--- config.mk ---
export PLATFORM = sky130hd
export DESIGN_NAME = mem_arbiter_flat
export DESIGN_NICKNAME = d
export VERILOG_FILES = /design/src/rtl/mem_arbiter_if.sv /design/src/rtl/mem_arbiter.sv /design/src/flat_wrapper.sv
export SDC_FILE = /design/constraint.sdc
export NUM_CORES = 1
export LEC_CHECK = 0
export BUFFER_PORTS_ARGS = -buffer_cell sky130_fd_sc_hd__buf_2
export CORE_UTILIZATION = 46
export CTS_CLUSTER_SIZE = 30
export DETAILED_ROUTE_END_ITERATION = 10
export PLACE_DENSITY = 0.86
export SETUP_SLACK_MARGIN = 0.02
export SLEW_MARGIN = 10
export SYNTH_ARGS = -nofsm -noshare
export SYNTH_HDL_FRONTEND = slang
export SYNTH_SLANG_ARGS = --single-unit
--- constraint.sdc ---
create_clock -name iClk -period 4.25 [get_ports iClk]
set_input_delay 1.0625 -clock iClk [delete_from_list [all_inputs] [get_ports iClk]]
set_output_delay 1.0625 -clock iClk [all_outputs]
set_load 0.05 [all_outputs]
--- src/rtl/mem_arbiter_if.sv ---
// mem_arbiter_if
//   Bundles every non-clock/reset signal of mem_arbiter.
//   slave  : arbiter view. CPU/DMA requests and memory ack/rdata come in;
//            CPU/DMA read data, ready pulses, error and the memory command go out.
//   master : environment view (CPU, DMA engine and memory), the mirror image.
//   CPU side : iCPU_Read, iCPU_Write, iCPU_Addr, iCPU_WData, oCPU_RData, oCPU_Rdy
//   DMA side : iDMA_Read, iDMA_Write, iDMA_Addr, iDMA_WData, oDMA_RData, oDMA_Rdy
//   Memory   : oMem_Req, oMem_We, oMem_Addr, oMem_WData, iMem_Ack, iMem_RData
//   Status   : oErr
interface mem_arbiter_if #(
   parameter int unsigned DATA_W = 32,
   parameter int unsigned ADDR_W = 32
);
   logic              iCPU_Read;
   logic              iCPU_Write;
   logic [ADDR_W-1:0] iCPU_Addr;
   logic [DATA_W-1:0] iCPU_WData;
   logic [DATA_W-1:0] oCPU_RData;
   logic              oCPU_Rdy;

   logic              iDMA_Read;
   logic              iDMA_Write;
   logic [ADDR_W-1:0] iDMA_Addr;
   logic [DATA_W-1:0] iDMA_WData;
   logic [DATA_W-1:0] oDMA_RData;
   logic              oDMA_Rdy;

   logic              oMem_Req;
   logic              oMem_We;
   logic [ADDR_W-1:0] oMem_Addr;
   logic [DATA_W-1:0] oMem_WData;
   logic              iMem_Ack;
   logic [DATA_W-1:0] iMem_RData;

   logic              oErr;

   modport slave (
      input  iCPU_Read, iCPU_Write, iCPU_Addr, iCPU_WData,
      output oCPU_RData, oCPU_Rdy,
      input  iDMA_Read, iDMA_Write, iDMA_Addr, iDMA_WData,
      output oDMA_RData, oDMA_Rdy,
      output oMem_Req, oMem_We, oMem_Addr, oMem_WData,
      input  iMem_Ack, iMem_RData,
      output oErr
   );

   modport master (
      output iCPU_Read, iCPU_Write, iCPU_Addr, iCPU_WData,
      input  oCPU_RData, oCPU_Rdy,
      output iDMA_Read, iDMA_Write, iDMA_Addr, iDMA_WData,
      input  oDMA_RData, oDMA_Rdy,
      input  oMem_Req, oMem_We, oMem_Addr, oMem_WData,
      output iMem_Ack, iMem_RData,
      input  oErr
   );
endinterface

--- src/rtl/mem_arbiter.sv ---
// mem_arbiter
//   Shares one variable-latency memory port between the CPU Control unit and
//   a DMA/IO engine. Each access runs IDLE -> BUSY -> RESP -> IDLE: the
//   winner's command is latched in IDLE, held on the memory port through
//   BUSY until iMem_Ack or timeout, and a one-cycle Rdy (plus oErr on
//   timeout) is returned to the owner in RESP. All outputs are registered.
// Ports
//   iClk : clock, rising edge
//   nRst : asynchronous active-low reset
//   bus  : mem_arbiter_if.slave (CPU, DMA and memory-side signals)
// Parameters
//   DATA_W, ADDR_W : bus widths
//   TIMEOUT        : BUSY cycles without ack before abort (1..255)
//   CPU_STREAK     : consecutive CPU grants while DMA waits before DMA is forced ahead
module mem_arbiter #(
   parameter int unsigned DATA_W     = 32,
   parameter int unsigned ADDR_W     = 32,
   parameter int unsigned TIMEOUT    = 15,
   parameter int unsigned CPU_STREAK = 4
) (
   input logic          iClk,
   input logic          nRst,
   mem_arbiter_if.slave bus
);

   localparam int unsigned SW = $clog2(CPU_STREAK + 1);

   typedef enum logic [1:0] {
      ST_IDLE,
      ST_BUSY,
      ST_RESP
   } state_t;

   state_t            state_q;
   logic              owner_dma_q;
   logic              we_q;
   logic [ADDR_W-1:0] addr_q;
   logic [DATA_W-1:0] wdata_q;
   logic              req_q;
   logic [7:0]        tcnt_q;
   logic [SW-1:0]     streak_q;
   logic [DATA_W-1:0] cpu_rdata_q;
   logic [DATA_W-1:0] dma_rdata_q;
   logic              cpu_rdy_q;
   logic              dma_rdy_q;
   logic              err_q;

   logic              cpu_pend;
   logic              dma_pend;
   logic              dma_win;
   logic [SW-1:0]     streak_d;

   // Winner selection and the streak value applied at the next IDLE grant.
   always_comb begin
      cpu_pend = bus.iCPU_Read | bus.iCPU_Write;
      dma_pend = bus.iDMA_Read | bus.iDMA_Write;
      dma_win  = dma_pend && (!cpu_pend || streak_q == SW'(CPU_STREAK));
      streak_d = streak_q;
      if (dma_win || !dma_pend) begin
         streak_d = '0;
      end else if (streak_q != SW'(CPU_STREAK)) begin
         streak_d = streak_q + 1'b1;
      end
   end

   always_ff @(posedge iClk or negedge nRst) begin
      if (!nRst) begin
         state_q     <= ST_IDLE;
         owner_dma_q <= 1'b0;
         we_q        <= 1'b0;
         addr_q      <= '0;
         wdata_q     <= '0;
         req_q       <= 1'b0;
         tcnt_q      <= '0;
         streak_q    <= '0;
         cpu_rdata_q <= '0;
         dma_rdata_q <= '0;
         cpu_rdy_q   <= 1'b0;
         dma_rdy_q   <= 1'b0;
         err_q       <= 1'b0;
      end else begin
         // Rdy/oErr are single-cycle pulses raised only on entry to RESP.
         cpu_rdy_q <= 1'b0;
         dma_rdy_q <= 1'b0;
         err_q     <= 1'b0;
         case (state_q)
            ST_IDLE: begin
               if (cpu_pend || dma_pend) begin
                  owner_dma_q <= dma_win;
                  if (dma_win) begin
                     addr_q  <= bus.iDMA_Addr;
                     wdata_q <= bus.iDMA_WData;
                     we_q    <= bus.iDMA_Write;
                  end else begin
                     addr_q  <= bus.iCPU_Addr;
                     wdata_q <= bus.iCPU_WData;
                     we_q    <= bus.iCPU_Write;
                  end
                  streak_q <= streak_d;
                  tcnt_q   <= '0;
                  req_q    <= 1'b1;
                  state_q  <= ST_BUSY;
               end
            end
            ST_BUSY: begin
               tcnt_q <= tcnt_q + 8'd1;
               // Ack is checked first so a same-cycle ack beats the timeout.
               if (bus.iMem_Ack) begin
                  if (!we_q) begin
                     if (owner_dma_q) dma_rdata_q <= bus.iMem_RData;
                     else             cpu_rdata_q <= bus.iMem_RData;
                  end
                  req_q     <= 1'b0;
                  cpu_rdy_q <= !owner_dma_q;
                  dma_rdy_q <= owner_dma_q;
                  state_q   <= ST_RESP;
               end else if (tcnt_q == 8'(TIMEOUT - 1)) begin
                  if (!we_q) begin
                     if (owner_dma_q) dma_rdata_q <= '0;
                     else             cpu_rdata_q <= '0;
                  end
                  req_q     <= 1'b0;
                  cpu_rdy_q <= !owner_dma_q;
                  dma_rdy_q <= owner_dma_q;
                  err_q     <= 1'b1;
                  state_q   <= ST_RESP;
               end
            end
            ST_RESP: begin
               state_q <= ST_IDLE;
            end
            default: begin
               state_q <= ST_IDLE;
            end
         endcase
      end
   end

   assign bus.oCPU_RData = cpu_rdata_q;
   assign bus.oCPU_Rdy   = cpu_rdy_q;
   assign bus.oDMA_RData = dma_rdata_q;
   assign bus.oDMA_Rdy   = dma_rdy_q;
   assign bus.oMem_Req   = req_q;
   assign bus.oMem_We    = we_q;
   assign bus.oMem_Addr  = addr_q;
   assign bus.oMem_WData = wdata_q;
   assign bus.oErr       = err_q;

endmodule

--- src/flat_wrapper.sv ---
// flat-port wrapper written by rule: the top's interface ports become plain ports
module mem_arbiter_flat 
#(
   parameter int unsigned DATA_W     = 32,
   parameter int unsigned ADDR_W     = 32,
   parameter int unsigned TIMEOUT    = 15,
   parameter int unsigned CPU_STREAK = 4
)
  (iClk, nRst, bus_iCPU_Read, bus_iCPU_Write, bus_iCPU_Addr, bus_iCPU_WData, bus_oCPU_RData, bus_oCPU_Rdy, bus_iDMA_Read, bus_iDMA_Write, bus_iDMA_Addr, bus_iDMA_WData, bus_oDMA_RData, bus_oDMA_Rdy, bus_oMem_Req, bus_oMem_We, bus_oMem_Addr, bus_oMem_WData, bus_iMem_Ack, bus_iMem_RData, bus_oErr);
  mem_arbiter_if #(.DATA_W(DATA_W), .ADDR_W(ADDR_W)) bus_i ();
  input logic iClk;
  input logic nRst;
  input wire logic [$bits(bus_i.iCPU_Read)-1:0] bus_iCPU_Read;
  input wire logic [$bits(bus_i.iCPU_Write)-1:0] bus_iCPU_Write;
  input wire logic [$bits(bus_i.iCPU_Addr)-1:0] bus_iCPU_Addr;
  input wire logic [$bits(bus_i.iCPU_WData)-1:0] bus_iCPU_WData;
  output wire logic [$bits(bus_i.oCPU_RData)-1:0] bus_oCPU_RData;
  output wire logic [$bits(bus_i.oCPU_Rdy)-1:0] bus_oCPU_Rdy;
  input wire logic [$bits(bus_i.iDMA_Read)-1:0] bus_iDMA_Read;
  input wire logic [$bits(bus_i.iDMA_Write)-1:0] bus_iDMA_Write;
  input wire logic [$bits(bus_i.iDMA_Addr)-1:0] bus_iDMA_Addr;
  input wire logic [$bits(bus_i.iDMA_WData)-1:0] bus_iDMA_WData;
  output wire logic [$bits(bus_i.oDMA_RData)-1:0] bus_oDMA_RData;
  output wire logic [$bits(bus_i.oDMA_Rdy)-1:0] bus_oDMA_Rdy;
  output wire logic [$bits(bus_i.oMem_Req)-1:0] bus_oMem_Req;
  output wire logic [$bits(bus_i.oMem_We)-1:0] bus_oMem_We;
  output wire logic [$bits(bus_i.oMem_Addr)-1:0] bus_oMem_Addr;
  output wire logic [$bits(bus_i.oMem_WData)-1:0] bus_oMem_WData;
  input wire logic [$bits(bus_i.iMem_Ack)-1:0] bus_iMem_Ack;
  input wire logic [$bits(bus_i.iMem_RData)-1:0] bus_iMem_RData;
  output wire logic [$bits(bus_i.oErr)-1:0] bus_oErr;
  assign bus_i.iCPU_Read = bus_iCPU_Read;
  assign bus_i.iCPU_Write = bus_iCPU_Write;
  assign bus_i.iCPU_Addr = bus_iCPU_Addr;
  assign bus_i.iCPU_WData = bus_iCPU_WData;
  assign bus_oCPU_RData = bus_i.oCPU_RData;
  assign bus_oCPU_Rdy = bus_i.oCPU_Rdy;
  assign bus_i.iDMA_Read = bus_iDMA_Read;
  assign bus_i.iDMA_Write = bus_iDMA_Write;
  assign bus_i.iDMA_Addr = bus_iDMA_Addr;
  assign bus_i.iDMA_WData = bus_iDMA_WData;
  assign bus_oDMA_RData = bus_i.oDMA_RData;
  assign bus_oDMA_Rdy = bus_i.oDMA_Rdy;
  assign bus_oMem_Req = bus_i.oMem_Req;
  assign bus_oMem_We = bus_i.oMem_We;
  assign bus_oMem_Addr = bus_i.oMem_Addr;
  assign bus_oMem_WData = bus_i.oMem_WData;
  assign bus_i.iMem_Ack = bus_iMem_Ack;
  assign bus_i.iMem_RData = bus_iMem_RData;
  assign bus_oErr = bus_i.oErr;
  mem_arbiter #(.DATA_W(DATA_W), .ADDR_W(ADDR_W), .TIMEOUT(TIMEOUT), .CPU_STREAK(CPU_STREAK)) u_core (.iClk(iClk), .nRst(nRst), .bus(bus_i));
endmodule
==> reports/results.env <==
OVERFLOW=0
DRTANTENNAVIOLNETS=0
H-TREE-DEPTH=4
AREA.GROWTH.SYNTH_TO_FINAL_PCT=28.77
MOST-COMMON-LAYOUT-CELLS='297 x sky130_fd_sc_hd__buf_2, 147 x sky130_fd_sc_hd__dfrtp_1, 130 x sky130_fd_sc_hd__nand3_1, 122 x sky130_fd_sc_hd__o21ai_0, 66 x sky130_fd_sc_hd__nand2_1'
SETUP_REPAIR_AFTER_GLOBAL_ROUTING_MISSED_ITS_MARGIN='false'
BUFFERS_AND_INVERTERS_ON_THE_WORST_PATH=1
FILLERINSTANCES=1326
DETAIL_ROUTE.ITER0.VIOLATIONS=633
CRIT_TYPE='reg2out'
POWER_DENSITY_nW_PER_UM2=868.7
CTS.PATH.MAX_BUFFERS=2
YS_DOMINANT_REG_CELL='sky130_fd_sc_hd__dfrtp_1'
FINALCRITPERIODSHARE_PCT=57.56
TRITONCTS_NUM_SINKS=147
GRT_USE_TOTAL_PCT=28.10
CLK_PIN_SLEW_WORST_PATHS_NS=0.07
SYNTHDISTINCTLIBCELLS=47
CTSRESIZECOUNT=0
SLEW_HEADROOM_PCT=47.89
SHARE_OF_THE_CORE_FILLED_WITH_CELLS_PCT=61.38
ROUTABILITYCONGESTION=0.8561
FLOORPLAN.INITIALDENSITY_PCT=47.67
DRC_ERRORS=0
HPWL_AFTER_DPL_UM=15960
CRITICAL_PATH_SINK_TYPE='primary output'
TIMING.CRITICAL_PATH.SLOWEST_STAGE_CELL='sky130_fd_sc_hd__dfrtp_1'
YOSYSWARNINGCOUNT=0
CRIT_PATH_MAX_INCR_DELAY_NS=0.57
SYNTH-SEQ-CELLS=147
POST-CTS-SETUP-BUFFERS=0
CLK_LATENCY_NS=0.43
FIN_WORST_SKEW_NS=0.01638
CP_CELL_INSTANCES='buf_2'
PORTS=300
DESIGN.FINAL.NETS=1238
DRV.MAX_CAP_VIOLATION_COUNT=0
POST_SYNTH.CELL_AREA_AVG_SQ_UM=9.245
GLOBAL_ROUTE_WIRE_LENGTH_BEFORE_REPAIR_UM=37350
PERIOD_MINUS_SLACK_NS=2.447
FINAL_COMMON_CELL='sky130_fd_sc_hd__buf_2'
POSTPLACECELLAREA_SQ_UM=9246
DRT_FIRST_PASS_ITERS=5
CTS.HOLD.BUFFERS_ADDED=0
HOLD_CRIT_PATH_TYPE='reg2reg'
POST_SYNTH_INST_COUNT=828
SYNTH_NETS=999
ANTENNA_CELLS=0
FINAL_CELL_COUNT_NO_FILL=1296
DIE_AREA_SQ_UM=17160
DRT-VIAS-PER-INSTANCE=6.057
TRITONCTS.NUM_BUFFERS=17
SYNTH_ENABLE_FLOP_CELLS=0
VIAS=7850
YOSYSSEQAREASHARE_PCT=48.05
POST-PLACE-CELLS=1264
NUMBER_OF_CORE_ROWS=46
CRIT_PATH_MAX_FANOUT=6
POWER.LEAKAGE_nW=4.300
FINALWIRELENGTH_UM=24660
FAMILY_WITH_THE_MOST_DELAY_ON_THE_WORST_PATH='flip-flops'
FINALSETUPVIOLCOUNT=0
GRT_MAX_DEGREE=76
CTS_ROOT_BUFFER='sky130_fd_sc_hd__clkbuf_16'
TIMING_MAX_TRANSITION_VIOLATIONS_FINAL=0
MAXCLOCKFREQUENCY_GHz=0.4087
GRT_PASS1_VIAS=7298
ANTENNA_VIOLATIONS_BEFORE_REPAIR=1
STDCELL_AREA_SQ_UM=9857
SETUP-TNS-FINAL_NS=0
TIMING.CRITICAL_PATH.REQUIRED_NS=3.19
WORST-SLEW-PIN-TRANSITION_NS=0.7816
FINAL_LAYOUT_SIZE_SUFFIX_GT1_SHARE_PCT=33.15
ASYNC_FLOP_SHARE_PCT=100.0
DIE_WIDTH_UM=131
VDD_IR_DROP_MAX_V=0.0006916
COUNT_OF_ENDPOINTS_FAILING_HOLD_IN_THE_FINAL_TIMING_REPORT=0
FP.DIEH_UM=131
CRITPATHLAUNCHTYPE='flop'
AVGROUTEDWIREPERCELL_UM=19.02
CORE_AREA_SQ_UM=16060
SYNTH.CELL_AREA_SQ_UM=7655
IO_BUFFER_COUNT=299
CRITPATHARRIVALTIME_NS=1.38
CTS_TREE='done'
OUTCOME='completed'
## final timing paths
kind | slack, ns | cells past startpoint | startpoint | to
worst max-delay path | 1.80 | 1 | u_core.bus.oMem_We$_DFFE_PN0P_ | bus_oMem_We
worst min-delay path | 0.49 | 1 | u_core.bus.oMem_Req$_DFFE_PN0P_ | u_core.bus.oMem_Req$_DFFE_PN0P_
worst max register to register | 1.86 | 4 | u_core.state_q[1]$_DFFE_PN0P_ | u_core.streak_q[2]$_DFFE_PN0P_
worst min register to register | 0.49 | 1 | u_core.bus.oMem_Req$_DFFE_PN0P_ | u_core.bus.oMem_Req$_DFFE_PN0P_
max in group asynchronous | 2.58 | 3 | nRst | u_core.bus.oMem_Addr[22]$_DFFE_PN0P_
min in group asynchronous | 0.64 | 1 | nRst | u_core.bus.oDMA_RData[22]$_DFFE_PN0P_
## state kept, by name, summed over array words and instances, names as in the netlist
name,cells
u_core.owner_dma_q,1
u_core.bus.oMem_We,1
u_core.streak_q,3
u_core.tcnt_q,8
u_core.bus.oMem_WData,32
u_core.bus.oCPU_Rdy,1
u_core.bus.oDMA_RData,32
u_core.bus.oMem_Addr,32
u_core.bus.oDMA_Rdy,1
u_core.bus.oMem_Req,1
u_core.bus.oErr,1
u_core.state_q,2
u_core.bus.oCPU_RData,32
## cell usage after synthesis (2+ instances only)
cell,instances,area share [%]
sky130_fd_sc_hd__a41oi_1,2,0.23
sky130_fd_sc_hd__mux2i_1,4,0.52
sky130_fd_sc_hd__nor3_1,5,0.33
sky130_fd_sc_hd__a2bb2oi_1,65,7.4
sky130_fd_sc_hd__a31oi_1,2,0.16
sky130_fd_sc_hd__clkbuf_1,72,3.5
sky130_fd_sc_hd__nand3_1,130,8.5
sky130_fd_sc_hd__nor2_1,6,0.29
sky130_fd_sc_hd__or4_1,2,0.20
sky130_fd_sc_hd__o21ai_0,122,8.0
sky130_fd_sc_hd__nor2b_1,65,5.3
sky130_fd_sc_hd__buf_2,17,1.1
sky130_fd_sc_hd__nor3b_1,2,0.20
sky130_fd_sc_hd__nand3b_1,2,0.20
sky130_fd_sc_hd__ha_1,4,0.65
sky130_fd_sc_hd__buf_1,5,0.25
sky130_fd_sc_hd__nand2b_1,2,0.16
sky130_fd_sc_hd__a21o_1,2,0.20
sky130_fd_sc_hd__dfrtp_1,147,48
sky130_fd_sc_hd__o21ai_1,11,0.72
sky130_fd_sc_hd__nand4_1,2,0.16
sky130_fd_sc_hd__inv_1,6,0.29
sky130_fd_sc_hd__a311oi_1,64,7.3
sky130_fd_sc_hd__nand2_1,66,3.2
## cell families (layout without fill, tap and decap cells)
logic type,after synthesis,in the layout,synth area share [%]
xor+xnor,1,1,0.1144
buf+inv,102,354,5.394
compound gates,277,277,25.11
fa+ha+maj,4,4,0.6538
flops,147,147,48.05
mux,5,5,0.6702
simple gates,292,292,20.01
## metrics by stage
stage | power [W] | hold WS (ns) | setup slack, ns
floorplan | 0.005809 | 0.4559 | 2.083
global placement | 0.006873 | 0.4697 | 1.545
detailed placement | 0.006986 | 0.4768 | 1.494
CTS | 0.008572 | 0.4909 | 1.802
global route | 0.008971 | 0.5032 | 1.737
finish | 0.008563 | 0.4910 | 1.804
## layout make-up
| type | count | area, sq um | area share [%] |
|---|---|---|---|
| Inverter | 6 | 22.52 | 0.2285 |
| Clock inverter | 12 | 153.9 | 1.561 |
| Clock buffer | 20 | 456.7 | 4.633 |
| Timing Repair Buffer | 316 | 1645 | 16.69 |
| Multi-Input combinational cell | 579 | 3630 | 36.82 |
| Sequential cell | 147 | 3679 | 37.32 |
| Tap cell | 216 | 270.3 | 2.742 |
## routing by layer
layer / wire length (um) / GRT usage [%] / up-vias
li1: - / - / 3554
met1: 9492 / 34.71 / 3811
met2: 12120 / 46.09 / 436
met3: 2423 / 8.184 / 47
met4: 613 / 11.49 / 2
met5: 10 / 0 / -
## power by group
group	switching, W	total (W)	internal, W
sequential	0.000430	0.00240	0.00197
clock	0.000609	0.00156	0.000954
combinational	0.00327	0.00460	0.00133
Note: power is estimated with default switching activity, not from simulation.
